[src/rtl/hazard_scoreboard_unit.sv]
// rtl/hazard_scoreboard_unit.sv - forwarding select, multiply scoreboard and stall logic (optional HAZ_PERF_CNT_EN stall counter)
module hazard_scoreboard_unit #(
    parameter int REG_AW  = 5,
    parameter int MUL_LAT = 4,
    parameter int CNT_W   = 3
) (
    input  logic              clk,
    input  logic              arst_n,
    input  logic [REG_AW-1:0] rs1_id,
    input  logic [REG_AW-1:0] rs2_id,
    input  logic [REG_AW-1:0] rd_id,
    input  logic              reg_write_id,
    input  logic              mul_id,
    input  logic [REG_AW-1:0] rs1_ex,
    input  logic [REG_AW-1:0] rs2_ex,
    input  logic [REG_AW-1:0] rd_ex,
    input  logic              mem_read_ex,
    input  logic              mul_ex,
    input  logic [REG_AW-1:0] rd_mem,
    input  logic              reg_write_mem,
    input  logic [REG_AW-1:0] rd_wb,
    input  logic              reg_write_wb,
    output logic [1:0]        forward_a,
    output logic [1:0]        forward_b,
    output logic              stall,
    output logic              mul_busy,
    output logic              mul_wr_en,
    output logic [REG_AW-1:0] mul_wr_rd
`ifdef HAZ_PERF_CNT_EN
    ,
    output logic [31:0]       stall_cycles
`endif
);

    localparam logic [CNT_W-1:0]  LAT_C   = CNT_W'(MUL_LAT);
    localparam logic [CNT_W-1:0]  CNT_ONE = CNT_W'(1);
    localparam logic [REG_AW-1:0] X0      = '0;

    logic [CNT_W-1:0]  cnt;
    logic [REG_AW-1:0] rd_q;

    logic load_use;
    logic mul_issue_raw;
    logic mul_pend_raw;
    logic mul_waw;
    logic mul_struct;

    // Operand source select; the younger EX/MEM result takes priority over MEM/WB
    always_comb begin
        forward_a = 2'b00;
        forward_b = 2'b00;
        if (reg_write_mem && rd_mem != X0 && rd_mem == rs1_ex)
            forward_a = 2'b10;
        else if (reg_write_wb && rd_wb != X0 && rd_wb == rs1_ex)
            forward_a = 2'b01;
        if (reg_write_mem && rd_mem != X0 && rd_mem == rs2_ex)
            forward_b = 2'b10;
        else if (reg_write_wb && rd_wb != X0 && rd_wb == rs2_ex)
            forward_b = 2'b01;
    end

    // Multiply scoreboard: load the countdown on issue, then count down to idle
    always_ff @(posedge clk or negedge arst_n) begin
        if (!arst_n) begin
            cnt  <= '0;
            rd_q <= '0;
        end else if (mul_ex) begin
            cnt  <= LAT_C;
            rd_q <= rd_ex;
        end else if (cnt != '0) begin
            cnt  <= cnt - CNT_ONE;
        end
    end

    assign mul_busy  = (cnt != '0);
    assign mul_wr_en = (cnt == CNT_ONE) && (rd_q != X0);
    assign mul_wr_rd = rd_q;

    // Hazard terms; the pending-RAW term stays up through the write cycle itself
    always_comb begin
        load_use      = mem_read_ex && rd_ex != X0 && (rd_ex == rs1_id || rd_ex == rs2_id);
        mul_issue_raw = mul_ex && rd_ex != X0 && (rd_ex == rs1_id || rd_ex == rs2_id);
        mul_pend_raw  = mul_busy && rd_q != X0 && (rd_q == rs1_id || rd_q == rs2_id);
        mul_waw       = mul_busy && reg_write_id && rd_id == rd_q && rd_q != X0;
        mul_struct    = mul_id && (mul_busy || mul_ex);
        stall         = load_use || mul_issue_raw || mul_pend_raw || mul_waw || mul_struct;
    end

`ifdef HAZ_PERF_CNT_EN
    // Saturating count of stalled cycles
    always_ff @(posedge clk or negedge arst_n) begin
        if (!arst_n)
            stall_cycles <= '0;
        else if (stall && stall_cycles != 32'hFFFF_FFFF)
            stall_cycles <= stall_cycles + 32'd1;
    end
`endif

endmodule
[config.mk]
export PLATFORM = sky130hd
export DESIGN_NAME = hazard_scoreboard_unit
export DESIGN_NICKNAME = d
export VERILOG_FILES = /design/src/rtl/hazard_scoreboard_unit.sv
export SDC_FILE = /design/constraint.sdc
export NUM_CORES = 1
export LEC_CHECK = 0
export CORE_ASPECT_RATIO = 0.6
export CORE_UTILIZATION = 30
export CTS_CLUSTER_DIAMETER = 50
export DETAILED_ROUTE_END_ITERATION = 12
export GPL_ROUTABILITY_DRIVEN = 0
export PLACE_DENSITY = 0.64
export SETUP_SLACK_MARGIN = 0.2
export SLEW_MARGIN = 0
export SYNTH_ARGS = -nofsm -noshare
export SYNTH_HDL_FRONTEND = slang
export SYNTH_SLANG_ARGS = --single-unit
[constraint.sdc]
create_clock -name clk -period 4.7 [get_ports clk]
set_input_delay 0.94 -clock clk [delete_from_list [all_inputs] [get_ports clk]]
set_output_delay 0.94 -clock clk [all_outputs]
set_load 0.03 [all_outputs]
==> metrics.cfg <==
[status]
status = complete, no violations

[timing]
fin_setup_tns_ns = 0
setup_viol = 0
maxSlewViolCount = 0
final_hold_viol_count = 0
fmax_mhz = 242.3
post-route-min-period_ns = 4.127
rsz0062_at_grt = false
slew_headroom_pct = 69.07
period_share_pct = 87.81
fin_worst_skew_ns = 0.002815
tightest_slew_ns = 0.4598
whs_ns = 0.5143

[grt]
grt_usage_pct = 18.65
grt_pass1_vias = 892
grt_pass1_wl_um = 4491
antenna_found_initial = 0
grt_max_degree = 11
grt_overflow = 0

[cells_and_area]
drive_above_1_share_pct = 6.707
fin_nets = 217
nFillCells = 272
area_growth_pct = 70.51
multi_input_area_um2 = 732.0
regArea_um2 = 200.2
insertedDiodeCount = 0

[worst_setup_path]
crit_slowest_cell = clkdlybuf4s50_1
crit_type = in2out
worstPathMaxFanout = 3
slowest_delay_ns = 0.70
crit_chain = clkdlybuf4s50_1, or4_1, o21ai_2, nor4_1, nor4_2, clkdlybuf4s50_1
cp-start-kind = input port
critical_path_required_ns = 3.76
arrival_ns = 3.19
end_kind = primary output
cpMostUsedCell = clkdlybuf4s50_1

[detailed_routing]
viasPerCell = 4.699
drt_iter0_drc = 79
finalWirelength_um = 2985
routedWlPerCell_um = 14.49
via_count = 968
dr.pass1.iters = 6
drtAntennaViolNets = 0
drc = 0

[run]
drv_cap = 0

[synth]
avgSynthCellArea_um2 = 9.092
yosys.area.top_type = xor2_1
asyncSetResetFlopFracSynth_pct = 100.0
ys_warn_count = 0
ys.flop_type = dfrtp_1
synth.most_common_cell = xor2_1
post_synth_num_cell_types = 25
synth_common_cells = xor2_1 (27), xnor2_1 (19), dfrtp_1 (8)
synth_top_area_share_pct = 24.77
synth_fp_nets = 156
seq_area_frac_synth_pct = 20.97
synthesis.area_um2 = 954.7
synth_cells = 105
ys_ff_latch = 8
yosys-top-cells-area = xor2_1 (25%), dfrtp_1 (21%), xnor2_1 (17%)
synth-edff-count = 0

[cts]
cts_resized = 0
cts_max_level = 1
cts_buffer_depth = 2
cts_made_buffers = 3
cts.sinks = 8
clk_pin_slew_ns = 0.04
tritoncts = done
post_cts_buffers = 0
clk_latency_ns = 0.23
hold_buffers = 0
root_buffer = clkbuf_8

[floorplanning]
io_pins = 60
dieArea_um2 = 3419
dieHeight_um = 45.70
row_count = 15
core_um2 = 2947
die_x_um = 74.83
start_util_pct = 32.40

[placed_design]
dp_hpwl_um = 2538
io_buffers = 59

[pwr]
ir_drop_mv = 0.1807
power_density_nw_per_um2 = 241.6
power_leakage_uw = 0.0006010

[hold_path]
hold_class = reg2reg

registers in the layout, indices dropped and copies added (netlist names):
name,flops
mul_wr_rd,5
cnt,3
worst max-delay path, delay by kind of cell:
kind,cells,cell delay [ns]
AND/OR/NAND/NOR,3,0.93
AO/OA/AOI/OAI,1,0.15
buffers and inverters,2,1.16
area by class of cell:
| type | instances | area share (%) |
|---|---|---|
| multi-input cells | 91 | 44.97 |
| inverters | 3 | 0.6918 |
| repair buffers | 59 | 36.28 |
| flip-flops and latches | 8 | 12.30 |
| clock buffers | 3 | 2.537 |
| well taps | 42 | 3.228 |
metrics by stage:
stage	power [uW]	area (um2)	cells	utilization, %	worst slack, ns
floorplan	215.8	954.7	105	-	1.185
global placement	309.3	1587	203	53.84	0.6083
detailed placement	311.8	1587	203	53.84	0.5564
CTS	396.5	1628	206	55.24	0.5608
global route	425.2	1628	206	55.24	0.4822
finish	393.2	1628	206	55.24	0.5731
power breakdown:
part | switching (uW) | leakage [uW] | total [uW] | internal [uW]
clock | 25.6 | 0.0000216 | 81.0 | 55.3
combinational | 100 | 0.000485 | 208 | 108
sequential | 19.5 | 0.0000943 | 104 | 84.6
path summary, 6_finish.rpt:
kind                                       endpoint  cells after the start                from  slack [ns]
max in group asynchronous        cnt[1]$_DFFE_PN0N_                      1              arst_n        3.45
hold reg to reg                  cnt[2]$_DFFE_PN0N_                      1  cnt[2]$_DFFE_PN0N_        0.51
setup / recovery                       forward_a[0]                      6           rd_mem[3]        0.57
min in group asynchronous  mul_wr_rd[1]$_DFFE_PN0P_                      1              arst_n        0.99
hold / removal                   cnt[2]$_DFFE_PN0N_                      1  cnt[2]$_DFFE_PN0N_        0.51
setup reg to reg                 cnt[1]$_DFFE_PN0N_                      5  cnt[0]$_DFFE_PN0N_        3.47
routing by layer:
metal / GRT usage (%) / share of wire [%]
met3: 4.867 / 9.0
met4: 4.528 / 0.67
met2: 23.78 / 40
met1: 29.80 / 51
met5: 0 / 0
cell families (layout without fill, tap and decap cells):
logic type	count (synthesis)	in the layout	share of synthesized area, %
and+or+nand+nor	27	27	17.82
AOI/OAI and AO/OA	10	10	6.816
DFF	8	8	20.97
xor gates and xnor gates	46	46	42.20
buffers and inverters	6	65	2.359
adders and majority gates	3	3	3.932
muxes	5	5	5.897
cell usage in the layout (no fill, tap or decap):
master,instances
a211oi_1,1
a21oi_1,1
a31oi_1,1
and3_1,1
clkbuf_8,3
clkdlybuf4s50_1,59
dfrtp_1,8
ha_1,3
inv_1,3
mux2_2,5
nand2b_1,1
nand3_1,5
nor2_1,3
nor3_1,5
nor3b_1,1
nor4_1,3
nor4_2,2
o21ai_0,2
o21ai_1,1
o21ai_2,1
o221ai_1,1
o22ai_1,1
o31ai_1,1
or4_1,6
xnor2_1,19
xor2_1,27
Power figures use the tool's default switching activity.
